[src/rtl/arith_pkg.sv]
// Shared types and constants for the GPIO-attached sequential multiply/divide unit.
// Optional feature macro: ARITH_DIV_EN (builds the restoring divider).
package arith_pkg;

  // GPIO chunk width in bits
  localparam int unsigned CHUNK = 32;

  // ctrl_reg command bit indices
  localparam int unsigned CTRL_LOAD  = 0;
  localparam int unsigned CTRL_START = 1;
  localparam int unsigned CTRL_CLEAR = 2;

  typedef enum logic [1:0] {
    ST_IDLE = 2'd0,
    ST_RUN  = 2'd1,
    ST_DONE = 2'd2,
    ST_ERR  = 2'd3
  } state_e;

  typedef enum logic {
    MODE_MUL = 1'b0,
    MODE_DIV = 1'b1
  } mode_e;

  // state_reg layout, MSB first: [31:16] iter, [15:6] zero, [5] unsup, [4] dz, [3] done, [2] busy, [1:0] state
  typedef struct packed {
    logic [15:0] iter;
    logic [9:0]  rsvd;
    logic        unsup;
    logic        dz;
    logic        done;
    logic        busy;
    state_e      state;
  } status_t;

endpackage

[src/rtl/arith_seq_core.sv]
// Iterative datapath: radix-2 shift-add multiply and (with ARITH_DIV_EN) restoring divide.
// One bit per cycle for WIDTH cycles; the product/quotient-remainder share one 2*WIDTH register.
module arith_seq_core
  import arith_pkg::*;
#(
  parameter int unsigned WIDTH = 128
) (
  input  logic               clk,
  input  logic               rst_n,
  input  logic               start_i,
  input  logic               clr_i,
`ifdef ARITH_DIV_EN
  input  mode_e              mode_i,
`endif
  input  logic [WIDTH-1:0]   a_i,
  input  logic [WIDTH-1:0]   b_i,
  output logic               done_c_o,
  output logic [2*WIDTH-1:0] result_c_o,
  output logic [15:0]        iter_o
);

  localparam int unsigned CNT_W = $clog2(WIDTH + 1);

  logic [2*WIDTH-1:0] pq_q, pq_d, step_c;
  logic [WIDTH-1:0]   b_q, b_d;
  logic [CNT_W-1:0]   cnt_q, cnt_d;
  logic               busy_q, busy_d;
  logic [WIDTH:0]     mul_sum_c;

  // Shift-add: add multiplicand into the upper half when the LSB is set, then shift right
  assign mul_sum_c = {1'b0, pq_q[2*WIDTH-1:WIDTH]}
                   + (pq_q[0] ? {1'b0, b_q} : {(WIDTH+1){1'b0}});

`ifdef ARITH_DIV_EN
  mode_e          mode_q, mode_d;
  logic [WIDTH:0] div_shift_c, div_trial_c;
  logic [WIDTH-1:0] div_rem_c;
  logic           div_qbit_c;

  // Restoring step: upper half is the partial remainder, lower half shifts dividend out / quotient in
  assign div_shift_c = pq_q[2*WIDTH-1:WIDTH-1];
  assign div_trial_c = div_shift_c - {1'b0, b_q};
  assign div_qbit_c  = ~div_trial_c[WIDTH];
  assign div_rem_c   = div_qbit_c ? div_trial_c[WIDTH-1:0] : div_shift_c[WIDTH-1:0];
  assign step_c      = (mode_q == MODE_DIV) ? {div_rem_c, pq_q[WIDTH-2:0], div_qbit_c}
                                            : {mul_sum_c, pq_q[WIDTH-1:1]};
`else
  assign step_c = {mul_sum_c, pq_q[WIDTH-1:1]};
`endif

  // The final step is being taken this cycle; result_c_o is its outcome
  assign done_c_o   = busy_q && (cnt_q == CNT_W'(WIDTH - 1));
  assign result_c_o = step_c;
  assign iter_o     = 16'(cnt_q);

  // Next-state: clear wins, then start loads operands, otherwise iterate while busy
  always_comb begin
    pq_d   = pq_q;
    b_d    = b_q;
    cnt_d  = cnt_q;
    busy_d = busy_q;
`ifdef ARITH_DIV_EN
    mode_d = mode_q;
`endif
    if (clr_i) begin
      pq_d   = '0;
      b_d    = '0;
      cnt_d  = '0;
      busy_d = 1'b0;
`ifdef ARITH_DIV_EN
      mode_d = MODE_MUL;
`endif
    end else if (start_i) begin
      pq_d   = {{WIDTH{1'b0}}, a_i};
      b_d    = b_i;
      cnt_d  = '0;
      busy_d = 1'b1;
`ifdef ARITH_DIV_EN
      mode_d = mode_i;
`endif
    end else if (busy_q) begin
      pq_d  = step_c;
      cnt_d = cnt_q + CNT_W'(1);
      if (done_c_o) busy_d = 1'b0;
    end
  end

  // Datapath registers
  always_ff @(posedge clk or negedge rst_n) begin
    if (!rst_n) begin
      pq_q   <= '0;
      b_q    <= '0;
      cnt_q  <= '0;
      busy_q <= 1'b0;
`ifdef ARITH_DIV_EN
      mode_q <= MODE_MUL;
`endif
    end else begin
      pq_q   <= pq_d;
      b_q    <= b_d;
      cnt_q  <= cnt_d;
      busy_q <= busy_d;
`ifdef ARITH_DIV_EN
      mode_q <= mode_d;
`endif
    end
  end

endmodule

[src/rtl/gpio_arith_unit.sv]
// GPIO front end for the sequential multiply/divide unit: command edge detection,
// chunked operand/result registers, control FSM and readback mux.
// Optional feature macro: ARITH_DIV_EN (divide mode; otherwise select[0]=1 reports unsupported).
module gpio_arith_unit
  import arith_pkg::*;
#(
  parameter int unsigned WIDTH = 128
) (
  input  logic        clk,
  input  logic        reset,
  input  logic [31:0] select,
  input  logic [31:0] in_loc,
  input  logic [31:0] in_val,
  input  logic [31:0] ctrl_reg,
  output logic [31:0] out_loc,
  output logic [31:0] out_val,
  output logic [31:0] state_reg
);

  localparam int unsigned N    = WIDTH / CHUNK;
  localparam int unsigned NRES = 2 * N;

  state_e             state_q, state_d;
  logic [2:0]         ctrl_q;
  logic               load_e_c, start_e_c, clear_e_c;
  logic [WIDTH-1:0]   a_q, a_d, b_q, b_d;
  logic [2*WIDTH-1:0] res_q, res_d;
  logic               dz_q, dz_d, unsup_q, unsup_d;
  logic               busy_q, done_q;
  logic [31:0]        out_loc_q, out_val_q, out_val_d;
  logic [15:0]        idx_c;
  logic               core_start_c, core_clr_c, core_done_c;
  logic [2*WIDTH-1:0] core_res_c;
  logic [15:0]        core_iter;
  status_t            status_c;
  logic               unused_bits;

  assign unused_bits = ^{select[31:1], in_loc[31:17], ctrl_reg[31:3]};

  // Rising-edge detection on the command bits against last cycle's sample
  assign load_e_c  = ctrl_reg[CTRL_LOAD]  & ~ctrl_q[CTRL_LOAD];
  assign start_e_c = ctrl_reg[CTRL_START] & ~ctrl_q[CTRL_START];
  assign clear_e_c = ctrl_reg[CTRL_CLEAR] & ~ctrl_q[CTRL_CLEAR];
  assign idx_c     = in_loc[15:0];

  arith_seq_core #(
    .WIDTH (WIDTH)
  ) u_core (
    .clk        (clk),
    .rst_n      (reset),
    .start_i    (core_start_c),
    .clr_i      (core_clr_c),
`ifdef ARITH_DIV_EN
    .mode_i     (mode_e'(select[0])),
`endif
    .a_i        (a_d),
    .b_i        (b_d),
    .done_c_o   (core_done_c),
    .result_c_o (core_res_c),
    .iter_o     (core_iter)
  );

  // Control FSM and operand/result next-state; clear beats load, load beats start
  always_comb begin
    a_d          = a_q;
    b_d          = b_q;
    res_d        = res_q;
    state_d      = state_q;
    dz_d         = dz_q;
    unsup_d      = unsup_q;
    core_start_c = 1'b0;
    core_clr_c   = 1'b0;
    if (clear_e_c) begin
      a_d        = '0;
      b_d        = '0;
      res_d      = '0;
      state_d    = ST_IDLE;
      dz_d       = 1'b0;
      unsup_d    = 1'b0;
      core_clr_c = 1'b1;
    end else begin
      if (load_e_c && (state_q != ST_RUN)) begin
        for (int k = 0; k < int'(N); k++) begin
          if (idx_c == 16'(k)) begin
            if (in_loc[16]) b_d[k*CHUNK +: CHUNK] = in_val;
            else            a_d[k*CHUNK +: CHUNK] = in_val;
          end
        end
      end
      if ((state_q == ST_RUN) && core_done_c) begin
        state_d = ST_DONE;
        res_d   = core_res_c;
      end
      if (start_e_c && (state_q != ST_RUN)) begin
        dz_d    = 1'b0;
        unsup_d = 1'b0;
`ifdef ARITH_DIV_EN
        if ((mode_e'(select[0]) == MODE_DIV) && (b_d == '0)) begin
          state_d    = ST_ERR;
          res_d      = {a_d, {WIDTH{1'b1}}};
          dz_d       = 1'b1;
          core_clr_c = 1'b1;
        end
`else
        if (mode_e'(select[0]) == MODE_DIV) begin
          state_d    = ST_ERR;
          res_d      = '0;
          unsup_d    = 1'b1;
          core_clr_c = 1'b1;
        end
`endif
        else begin
          state_d      = ST_RUN;
          core_start_c = 1'b1;
        end
      end
    end
  end

  // Readback mux over the result as it will stand next cycle; out-of-range index reads 0
  always_comb begin
    out_val_d = '0;
    for (int k = 0; k < int'(NRES); k++) begin
      if (idx_c == 16'(k)) out_val_d = res_d[k*CHUNK +: CHUNK];
    end
  end

  // State, operand, result, flag and output registers
  always_ff @(posedge clk or negedge reset) begin
    if (!reset) begin
      ctrl_q    <= '0;
      state_q   <= ST_IDLE;
      a_q       <= '0;
      b_q       <= '0;
      res_q     <= '0;
      dz_q      <= 1'b0;
      unsup_q   <= 1'b0;
      busy_q    <= 1'b0;
      done_q    <= 1'b0;
      out_loc_q <= '0;
      out_val_q <= '0;
    end else begin
      ctrl_q    <= ctrl_reg[2:0];
      state_q   <= state_d;
      a_q       <= a_d;
      b_q       <= b_d;
      res_q     <= res_d;
      dz_q      <= dz_d;
      unsup_q   <= unsup_d;
      busy_q    <= (state_d == ST_RUN);
      done_q    <= (state_d == ST_DONE);
      out_loc_q <= {16'h0000, idx_c};
      out_val_q <= out_val_d;
    end
  end

  // Status word assembled from registered fields
  always_comb begin
    status_c       = '0;
    status_c.iter  = core_iter;
    status_c.unsup = unsup_q;
    status_c.dz    = dz_q;
    status_c.done  = done_q;
    status_c.busy  = busy_q;
    status_c.state = state_q;
  end

  assign state_reg = status_c;
  assign out_loc   = out_loc_q;
  assign out_val   = out_val_q;

endmodule

[config.mk]
export PLATFORM = sky130hd
export DESIGN_NAME = gpio_arith_unit
export DESIGN_NICKNAME = d
export VERILOG_FILES = /design/src/rtl/arith_pkg.sv /design/src/rtl/arith_seq_core.sv /design/src/rtl/gpio_arith_unit.sv
export SDC_FILE = /design/constraint.sdc
export NUM_CORES = 2
export LEC_CHECK = 0
export ABC_AREA = 1
export CAP_MARGIN = 10
export CORE_AREA = 2 2 434 436
export CTS_CLUSTER_DIAMETER = 30
export DETAILED_ROUTE_END_ITERATION = 7
export DIE_AREA = 0 0 436 438
export PLACE_DENSITY = 0.54
export SETUP_SLACK_MARGIN = 0.1
export SLEW_MARGIN = 25
export SYNTH_ARGS = -nofsm -noshare
export SYNTH_HDL_FRONTEND = slang
export SYNTH_SLANG_ARGS = --single-unit
[constraint.sdc]
create_clock -name clk -period 2.9 [get_ports clk]
set_input_delay 0.725 -clock clk [delete_from_list [all_inputs] [get_ports clk]]
set_output_delay 0.725 -clock clk [all_outputs]
set_load 0.005 [all_outputs]
==> results.toml <==
[run_status]
status = "finished, violations left"
violations = "setup timing"

[detailed_routing]
top_layer_used = "met5"
drt-total-wl_um = 297300
met1_length_um = 127800
drtAntennaViolNets = 0
wl_per_cell_um = 24.39
dr.pass1.iters = 8
drc = 0
num_vias = 61533
drt-initial-drc-count = 6756
via_per_inst = 5.049
wl_met2_um = 126100
wl_met3_um = 27670

[floorplan]
row_count = 159
initial_utilization = 0.2983
io_pins = 226
die_area_um2 = 191000
dieWidth_um = 436
coreArea_um2 = 186600
die_h_um = 438

[sta]
skew_ns = 0.1042
period_minus_slack_ns = 3.698
setup_violations = 251
rsz0062_at_grt = "true"
timing.final.ws_setup_ns = -0.7979
finalHoldViolations = 0
slew_violations = 0
worst_slew_pin_slew_ns = 1.088
period_share = 1.275
relSlewSlack = 0.2746
fmax_mhz = 270.4

[synthesis]
synth_ff_type = "dfrtp_1"
ys_seq_area_frac = 0.4320
synth_area_um2 = 55660
yosys_warnings = 0
synth_edf_count = 0
yosysUniqueCellTypes = 48
ys_ff_latch = 961
postSynthCellCount = 7865
syn_area_per_cell_um2 = 7.077
async_flop_share = 1.000

[clocking]
cts_tree = "done"
clock-root-buffer = "clkbuf_16"
cts_sinks = 961
cts-buffers-inserted = 285
clk_pin_slew_ns = 0.04
clock_latency_ns = 0.93
clock_path_buffers = 4
cts_htree_levels = 5

[cells_and_area]
final_cell_mix = "nand2_1, buf_4, inv_1, dfrtp_1, nor2_1"
area_delta_synth_final_pct = 55.49
layout.nets = 9750
final_common_cell = "nand2_1"
final_layout_size_suffix_gt1_frac = 0.3164
stdcell_count = 12188

[grt]
grt_pass1_vias = 59499
grt_max_degree = 155
grt_use_total = 0.3026
grt_pass1_wl_um = 419400
overflow = 0
antenna_found_initial = 20

[power_and_ir_drop]
swShare = 0.2330
p_total_mw = 46.66
pwr-share-seq = 0.290
pwr-share-comb = 0.051
p_leak_nw = 44.84
internal-power_mw = 35.79
switching_power_mw = 10.87
powerDensity_nw_per_um2 = 539.2
ir_worst_vdd_mv = 0.6341
clockPowerShare = 0.659

[placed_design]
port_buffers = 115
placed_cells = 11639
dp_hpwl_um = 227700
gp_congestion = 1.073

[worst_setup_path]
critPathKind = "flop to flop"
critPathRequiredTime_ns = 3.63
cp-start-kind = "flop"
critical_path.endpoint_type = "flop"
crit_buf_inv = 9
worstPathArrival_ns = 4.43
path_cells = "buf_16, clkbuf_16, nand2_2, inv_1, ha_4, nand2_2, nor2_2, inv_1, nor2_4, nand2_2, inv_1, nand3_1, nand3_1, buf_6, buf_4, buf_12, nand3_2, nand2_1, nand2_1, nand3_2, buf_6, a21oi_2, nor2_2"
slowest_stage = "dfrtp_4"
crit_fanout = 9
slowest_delay_ns = 0.58
cp_top_family = "simple AND/OR/NAND/NOR gates"

[run]
max_cap_viol_count = 0

[worst_hold_path]
worstHoldPathType = "primary input to flop"
layout make-up:
class	count	area (um2)
diodes	6	15.01
clock buffers	389	8222
clock inverters	95	1189
fillers	18493	100100
inverters	1383	5221
multi-input cells	5197	29740
flip-flops and latches	961	24050
well taps	2495	3122
repair buffers	1662	14990
timing repair:
| action | 4_1_cts | 5_1_grt |
|---|---|---|
| pin swaps | 128 | 68 |
| buffers inserted | 35 | 14 |
| endpoints found under the setup margin | 272 | 276 |
| hold endpoints to repair | 28 | 0 |
| resized for setup | 920 | 386 |
| cloned | 4 | 6 |
| hold buffers | 1 | 0 |
worst register-to-register path, cell delays in order, from the launching register on:
cell       delay, ns
dfrtp_4         0.58
buf_16          0.23
clkbuf_16       0.21
nand2_2         0.12
inv_1           0.10
ha_4            0.28
nand2_2         0.08
nor2_2          0.14
inv_1           0.10
nor2_4          0.13
nand2_2         0.07
inv_1           0.07
nand3_1         0.10
nand3_1         0.11
buf_6           0.15
buf_4           0.13
buf_12          0.09
nand3_2         0.11
nand2_1         0.10
nand2_1         0.08
nand3_2         0.09
buf_6           0.17
a21oi_2         0.07
nor2_2          0.19
final timing paths:
path	start	to	slack (ns)	cells past startpoint
max in group asynchronous	reset	out_val[25]	1.40	4
setup / recovery	u_core.pq_q[0]	out_val[9]	-0.80	23
hold reg to reg	u_core.b_q[113]	u_core.b_q[113]	0.48	2
setup reg to reg	u_core.pq_q[0]	out_val[9]	-0.80	23
hold / removal	ctrl_reg[2]	ctrl_q[2]	0.29	1
min in group asynchronous	reset	u_core.pq_q[239]	0.37	2
cell usage after synthesis (5+ instances only):
cell type  count  area (um2)
a21boi_0       7       52.55
a21o_1        54       405.4
a21oi_1      348        1742
a21oi_2        5       43.79
a22o_1        33       289.0
a22oi_1      162        1216
and3_1        22       137.6
buf_1         10       37.54
buf_2         80       400.4
buf_4         58       435.4
buf_6          7       78.83
clkbuf_1     202       758.2
clkinv_1       5       18.77
dfrtp_1      961       24050
ha_1         129        1614
inv_1       1365        5124
inv_2         13       48.80
nand2_1     2363        8870
nand3_1      350        1752
nand3b_1      14       105.1
nand4_1       67       419.2
nor2_1       788        2958
nor2_2         5       31.28
nor3_1        43       215.2
nor4_1        10       62.56
o211ai_1      72       540.5
o21a_1        98       735.7
o21ai_0      376        1882
o21ai_1       28       140.1
o21bai_1      30       225.2
o221ai_1      59       516.8
or2_2         46       287.8
xnor2_1       22       192.7
layer usage:
| layer | up-vias | global-route usage |
|---|---|---|
| li1 | 27954 | - |
| met1 | 30077 | 0.4181 |
| met2 | 2881 | 0.4464 |
| met3 | 611 | 0.06810 |
| met4 | 10 | 0.1435 |
| met5 | - | 0 |
kinds of logic after synthesis:
family,count (synthesis),synth area share
and+or+nand+nor,3727,0.2694
adders and majority gates,130,0.02936
buffers and inverters,1741,0.1241
other,1,0.00006737
DFF,961,0.4320
xor gates and xnor gates,26,0.004091
AOI/OAI and AO/OA,1279,0.1410
sequential cells by signal (all words and copies together) (netlist names):
name           flops
u_core.cnt_q       8
u_core.b_q       128
a_q              128
out_val           32
out_loc           16
b_q              128
busy_q             1
unsup_q            1
done_q             1
u_core.busy_q      1
state_q            2
u_core.pq_q      256
ctrl_q             3
res_q            256
metrics by stage:
step | TNS [ns] | util | hold slack [ns] | cell area [um2] | setup slack (ns)
3_3_place_gp | -283.34 | 0.3822 | 0.4659 | 71310 | -1.492
3_5_place_dp | -275.03 | 0.3822 | 0.4732 | 71310 | -1.456
6_report | -115.85 | 0.4638 | 0.2929 | 86550 | -0.7979
2_1_floorplan | 0 | - | 0.4294 | 55790 | 0.1915
4_1_cts | -109.27 | 0.4547 | 0.2572 | 84840 | -0.7754
5_1_grt | -146.18 | 0.4638 | 0.2981 | 86540 | -0.9155
power by group through the flow:
stage	combinational, mW	clock, mW	sequential (mW)
finish	2.38	30.8	13.5
global route	2.48	31.8	13.5
CTS	2.36	31.0	13.5
detailed placement	2.35	0	13.7
global placement	2.35	0	13.7
floorplan	0.800	0	13.7
No activity file was read; power rests on OpenSTA's default activity.
